`config.mk`:
```
export PLATFORM = sky130hd
export DESIGN_NAME = uart_tx_arbiter
export DESIGN_NICKNAME = d
export VERILOG_FILES = /design/src/rtl/uart_pkg.sv /design/src/rtl/rr_picker.sv /design/src/rtl/uart_tx_arbiter.sv
export SDC_FILE = /design/constraint.sdc
export NUM_CORES = 1
export LEC_CHECK = 0
export BUFFER_PORTS_ARGS = -buffer_cell sky130_fd_sc_hd__buf_2
export CELL_PAD_IN_SITES_DETAIL_PLACEMENT = 1
export CELL_PAD_IN_SITES_GLOBAL_PLACEMENT = 2
export CORE_ASPECT_RATIO = 0.8
export CORE_MARGIN = 5
export CORE_UTILIZATION = 30
export DETAILED_ROUTE_END_ITERATION = 6
export PLACE_DENSITY_LB_ADDON = 0.05
export SYNTH_ARGS = -nofsm -noshare
export SYNTH_HDL_FRONTEND = slang
export SYNTH_SLANG_ARGS = --single-unit
```
`constraint.sdc`:
```
create_clock -name clk -period 2.4 [get_ports clk]
set_clock_uncertainty 0.1 [all_clocks]
set_input_delay 0.12 -clock clk [delete_from_list [all_inputs] [get_ports clk]]
set_output_delay 0.12 -clock clk [all_outputs]
set_load 0.05 [all_outputs]
```
`src/rtl/uart_pkg.sv`:
```
// Shared UART definitions: arbiter FSM states, register map and byte width.
package uart_pkg;

    localparam int BYTE_W = 8;

    localparam logic [31:0] UART_RX_ADDR   = 32'h3000_0000;
    localparam logic [31:0] UART_TX_ADDR   = 32'h3000_0004;
    localparam logic [31:0] UART_STAT_ADDR = 32'h3000_0008;

    typedef enum logic [1:0] {
        IDLE,
        START,
        WAIT_DONE
    } arb_state_e;

endpackage

```
`src/rtl/rr_picker.sv`:
```
// Combinational round-robin picker: first valid index at or above ptr, wrapping.
module rr_picker #(
    parameter int N  = 4,
    parameter int PW = $clog2(N)
) (
    input  logic [N-1:0]  valid,
    input  logic [PW-1:0] ptr,
    output logic [N-1:0]  grant,
    output logic          found
);

    logic [PW-1:0] idx;

    // Scan from the farthest offset down so the entry closest to ptr is written last and wins.
    always_comb begin
        grant = '0;
        idx   = '0;
        for (int k = N - 1; k >= 0; k--) begin
            idx = PW'((int'(ptr) + k) % N);
            if (valid[idx]) begin
                grant      = '0;
                grant[idx] = 1'b1;
            end
        end
        found = |valid;
    end

endmodule

```
`src/rtl/uart_tx_arbiter.sv`:
```
// Shares one UART transmitter between NREQ byte requesters: per-byte round robin,
// optional packet lock with a burst cap, and a timeout on the start handshake.
module uart_tx_arbiter
    import uart_pkg::*;
#(
    parameter int NREQ      = 4,
    parameter int MAX_BURST = 16,
    parameter int TIMEOUT   = 1023
) (
    input  logic                     clk,
    input  logic                     rst_n,
    input  logic [NREQ-1:0]          i_req_valid,
    input  logic [BYTE_W*NREQ-1:0]   i_req_data,
    input  logic [NREQ-1:0]          i_req_lock,
    output logic [NREQ-1:0]          o_req_pop,
    output logic [NREQ-1:0]          o_grant,
    output logic [BYTE_W-1:0]        o_tx,
    output logic                     o_tx_start,
    input  logic                     i_tx_start_clear,
    input  logic                     i_tx_busy,
    output logic                     o_busy,
    output logic                     o_timeout_err,
    input  logic                     i_err_clr
);

    localparam int PW = $clog2(NREQ);
    localparam int TW = $clog2(TIMEOUT + 1);
    localparam int BW = $clog2(MAX_BURST + 1);

    arb_state_e     state;
    logic [PW-1:0]  rr_ptr;
    logic [PW-1:0]  owner;
    logic [BW-1:0]  burst_cnt;
    logic [TW-1:0]  tmo_cnt;

    logic [NREQ-1:0]              pick_grant;
    logic                         pick_found;
    logic [PW-1:0]                pick_idx;
    logic [PW-1:0]                next_ptr;
    logic                         regrant;
    logic [NREQ-1:0][BYTE_W-1:0]  req_bytes;

    assign req_bytes = i_req_data;

    rr_picker #(.N(NREQ), .PW(PW)) u_pick (
        .valid (i_req_valid),
        .ptr   (rr_ptr),
        .grant (pick_grant),
        .found (pick_found)
    );

    always_comb begin
        pick_idx = '0;
        for (int i = 0; i < NREQ; i++)
            if (pick_grant[i]) pick_idx = PW'(i);
    end

    assign next_ptr = (owner == PW'(NREQ - 1)) ? '0 : owner + 1'b1;
    assign regrant  = i_req_lock[owner] && i_req_valid[owner] && (burst_cnt < BW'(MAX_BURST));
    assign o_busy   = (state != IDLE);

    always_ff @(posedge clk or negedge rst_n) begin
        if (!rst_n) begin
            state         <= IDLE;
            rr_ptr        <= '0;
            owner         <= '0;
            burst_cnt     <= '0;
            tmo_cnt       <= '0;
            o_req_pop     <= '0;
            o_grant       <= '0;
            o_tx          <= '0;
            o_tx_start    <= 1'b0;
            o_timeout_err <= 1'b0;
        end else begin
            o_req_pop <= '0;
            // A timeout set later in this block overrides the clear.
            if (i_err_clr) o_timeout_err <= 1'b0;
            case (state)
                IDLE: begin
                    if (pick_found && !i_tx_busy) begin
                        owner      <= pick_idx;
                        o_grant    <= pick_grant;
                        o_req_pop  <= pick_grant;
                        o_tx       <= req_bytes[pick_idx];
                        o_tx_start <= 1'b1;
                        burst_cnt  <= BW'(1);
                        tmo_cnt    <= '0;
                        state      <= START;
                    end
                end
                START: begin
                    if (i_tx_start_clear) begin
                        o_tx_start <= 1'b0;
                        state      <= WAIT_DONE;
                    end else if (tmo_cnt == TW'(TIMEOUT - 1)) begin
                        o_tx_start    <= 1'b0;
                        o_timeout_err <= 1'b1;
                        o_grant       <= '0;
                        rr_ptr        <= next_ptr;
                        burst_cnt     <= '0;
                        state         <= IDLE;
                    end else begin
                        tmo_cnt <= tmo_cnt + 1'b1;
                    end
                end
                WAIT_DONE: begin
                    if (!i_tx_busy) begin
                        if (regrant) begin
                            o_tx       <= req_bytes[owner];
                            o_req_pop  <= o_grant;
                            o_tx_start <= 1'b1;
                            burst_cnt  <= burst_cnt + 1'b1;
                            tmo_cnt    <= '0;
                            state      <= START;
                        end else begin
                            o_grant   <= '0;
                            rr_ptr    <= next_ptr;
                            burst_cnt <= '0;
                            state     <= IDLE;
                        end
                    end
                end
                default: state <= IDLE;
            endcase
        end
    end

endmodule

```
==> reports/metrics.yaml <==
yosys:
  synth_fa_ha_area_share_pct: 6.73
  ys_async_sr_fraction_pct: 100
  ys_warn_count: 0
  seq_area_frac_synth_pct: 32.8
  synth-simple-area-share_pct: 19.0
  yosysUniqueCellTypes: 57
  synthMuxAreaShare_pct: 14.0
  syn_area_per_cell_um2: 9.44
  syn_inst: 315
  syn_area_um2: 2970
  synth-xor-area-share_pct: 0
  ys.flop_type: "dfrtp_1"
  synth_top_family_by_area: "compound AO/OA/AOI/OAI gates"
  synth-compound-area-share_pct: 22.3
  synth.net_count: 376
  synth_edf_count: 0
  ys_ff_latch: 39
timing:
  slew_viol_final: 0
  fin_crit_ns: 2.46
  worst_slack_ns: -0.0598
  rsz0062_at_grt: "yes"
  fmax_mhz: 407
  fin_crit_sh_pct: 102
  worst_pin_slew_ns: 0.565
  finalHoldViolCount: 0
  setup_violations: 9
  hold_ws_ns: 0.0299
  fin_setup_tns_ns: -0.318
  slew_headroom_pct: 62.0
critical_path:
  worstPathArrival_ns: 2.57
  r2r-start: "rr_ptr[0]"
  critPathSlowestCell: "mux4_2"
  crit_end: "o_tx[5]"
  cp_num_buf_inv: 0
  rrSetupSlack_ns: -0.06
  r2r_cells: 6
  worst_setup_path_start_kind: "flip-flop"
  crit_chain: "mux4_2 -> nand3b_4 -> a221o_2 -> and2_4 -> a311o_1 -> a31oi_1"
  cp-startpoint: "rr_ptr[0]"
  r2r_end: "o_tx[5]"
  path_max_fanout: 8
  cp.depth: 6
  crit_required_ns: 2.51
  worstSetupPathType: "flip-flop to flip-flop"
  cp_top_family: "compound AO/OA/AOI/OAI gates"
  slowest_delay_ns: 0.58
  endpoint_kind: "flip-flop"
final_layout:
  final_cell_mix: "buf_2, buf_4, nand2_1"
  mostFrequentLayoutCell: "buf_2"
  utilization_pct: 42.6
  fin_nets: 484
  synthToLayoutAreaGrowth_pct: 38.2
  num_antenna_cells: 0
  layout-drive-gt1-share_pct: 39.4
drt:
  finalWirelength_mm: 10.0
  routedWlPerCell_um: 17.9
  drc: 0
  first_pass_iters: 4
  dr.first_iter.drc_count: 165
  viasPerCell: 5.19
  vias: 2908
  final_antenna_net_count: 0
power_and_ir_drop:
  power_leakage_nw: 1.88
  power.density_nw_per_um2: 1490
  p_clk_share_pct: 11.2
  ir_drop_uv: 577
  p_comb_share_pct: 71.6
  swShare_pct: 46.0
  switchingPower_w: 0.00283
  p_int_w: 0.00331
  fin_total_pwr_w: 0.00614
  seqPwrFrac_pct: 17.2
run:
  drv_cap: 0
floorplan:
  io_pins: 64
  die-area_um2: 12000
  fp-row-count: 32
  start_util_pct: 30.8
  core_um2: 9650
  dieWidth_um: 121
  die_h_um: 99.0
global_route:
  grt-ovfl-total: 0
  grt_usage_pct: 17.2
  grt_pass1_vias: 3165
  antenna_found_initial: 0
  grt_pass1_wl_mm: 16.6
  grt_max_degree: 24
clocking:
  cts_max_level: 2
  clock_latency_ns: 0.28
  cts_tree: "built"
  root_buffer: "clkbuf_16"
  cts_buffers: 5
  clock-sinks: 39
  cts_max_path_buffers: 2
  clk_pin_slew_ns: 0.06
placement:
  io_buffers: 63
  gp_congestion: 0.750
  place_hpwl_mm: 7.62
status:
  violations: "setup timing"
  status: "finished with violations"
hold_path:
  hold_path_class: "primary input to flip-flop"
[cell families (layout without fill, tap and decap cells)]
| logic type | Yosys count | after routing |
|---|---|---|
| and+or+nand+nor | 105 | 105 |
| AOI/OAI and AO/OA | 98 | 98 |
| DFF | 39 | 39 |
| buffers and inverters | 32 | 141 |
| muxes | 25 | 25 |
| adders and majority gates | 16 | 16 |
[layer usage]
layer / part of all wire (%) / up-vias / global-route usage (%) / routed length (um)
li1: - / 1402 / - / -
met2: 47 / 60 / 27.6 / 4710
met4: 0.53 / 0 / 2.84 / 53
met3: 5.1 / 7 / 3.50 / 507
met1: 47 / 1439 / 24.5 / 4740
met5: 0 / - / 0 / 0
[worst min path at each step]
| stage | from | endpoint | slack [ns] | cells after the start |
|---|---|---|---|---|
| after global routing | i_tx_start_clear | state[1] | 0.04 | 3 |
| after detailed placement | rst_n | o_tx[5] | 0.004 | 1 |
| after global placement | rst_n | o_tx[5] | -0.0003 | 1 |
| after floorplan | rst_n | burst_cnt[0] | -0.28 | 0 |
| after CTS | i_tx_start_clear | state[1] | 0.009 | 3 |
| final | i_tx_start_clear | state[1] | 0.03 | 3 |
[power groups by stage]
stage               sequential, W  combinational (W)  clock (W)
global route              0.00109            0.00479   0.000741
floorplan                 0.00146            0.00228          0
global placement          0.00106            0.00388          0
CTS                       0.00106            0.00428   0.000721
detailed placement        0.00107            0.00396          0
finish                    0.00106            0.00440   0.000687
[stage by stage]
stage | cell area [um^2] | std cells | setup WS [ns]
floorplan | 3000 | 315 | -0.0426
global placement | 3740 | 539 | -0.152
detailed placement | 3740 | 539 | -0.292
CTS | 4050 | 560 | -0.0441
global route | 4110 | 560 | -0.177
finish | 4110 | 560 | -0.0598
[sequential cells by signal (all words and copies together) (netlist names)]
name	cells
o_grant	4
o_tx	8
tmo_cnt	10
burst_cnt	5
o_tx_start	1
o_timeout_err	1
owner	2
rr_ptr	2
state	2
o_req_pop	4
[cell usage after synthesis (all sizes together) (2+ instances only)]
cell / n / area share, %
a21oi: 22 / 3.8
and2: 4 / 0.93
or4b: 3 / 1.0
clkbuf: 10 / 1.4
and3: 2 / 0.42
ha: 16 / 6.7
nand2b: 12 / 2.5
nand3: 18 / 3.0
o21ai: 29 / 5.0
a211oi: 3 / 1.1
o31ai: 4 / 1.2
o211ai: 2 / 0.50
mux2i: 9 / 3.0
nand4: 2 / 0.42
buf: 8 / 2.0
o221ai: 2 / 0.59
or3: 3 / 0.63
dfrtp: 39 / 33
nand2: 38 / 4.8
o21a: 3 / 0.76
o22ai: 2 / 0.42
inv: 13 / 1.6
a22o: 7 / 2.1
nand3b: 5 / 1.7
a311o: 7 / 2.4
a31oi: 7 / 1.5
a21o: 4 / 1.0
nor3: 2 / 0.34
nor2: 7 / 0.88
nor4: 3 / 0.63
mux2: 3 / 1.1
mux4: 13 / 9.8
[cell type report]
type	instances	area (um^2)
Clock buffer	7	143
Clock inverter	1	5.00
Fill cell	1125	5540
Inverter	14	55.1
Multi-Input combinational cell	244	1950
Sequential cell	39	978
Tap cell	136	170
Timing Repair Buffer	119	811
[repair_timing]
item                                   CTS  global route
setup buffers                           11             0
endpoints found under the hold margin   17             0
gates resized for setup                  9            13
setup endpoints to repair               15            21
hold buffers                             2             0
pin swaps                               12             4
[worst min-delay path: cells and delay by family]
family	cells	cell delay, ns
buffers and inverters	1	0.13
AOI/OAI and AO/OA	1	0.06
and+or+nand+nor	1	0.07
No activity file was read; power rests on OpenSTA's default activity.
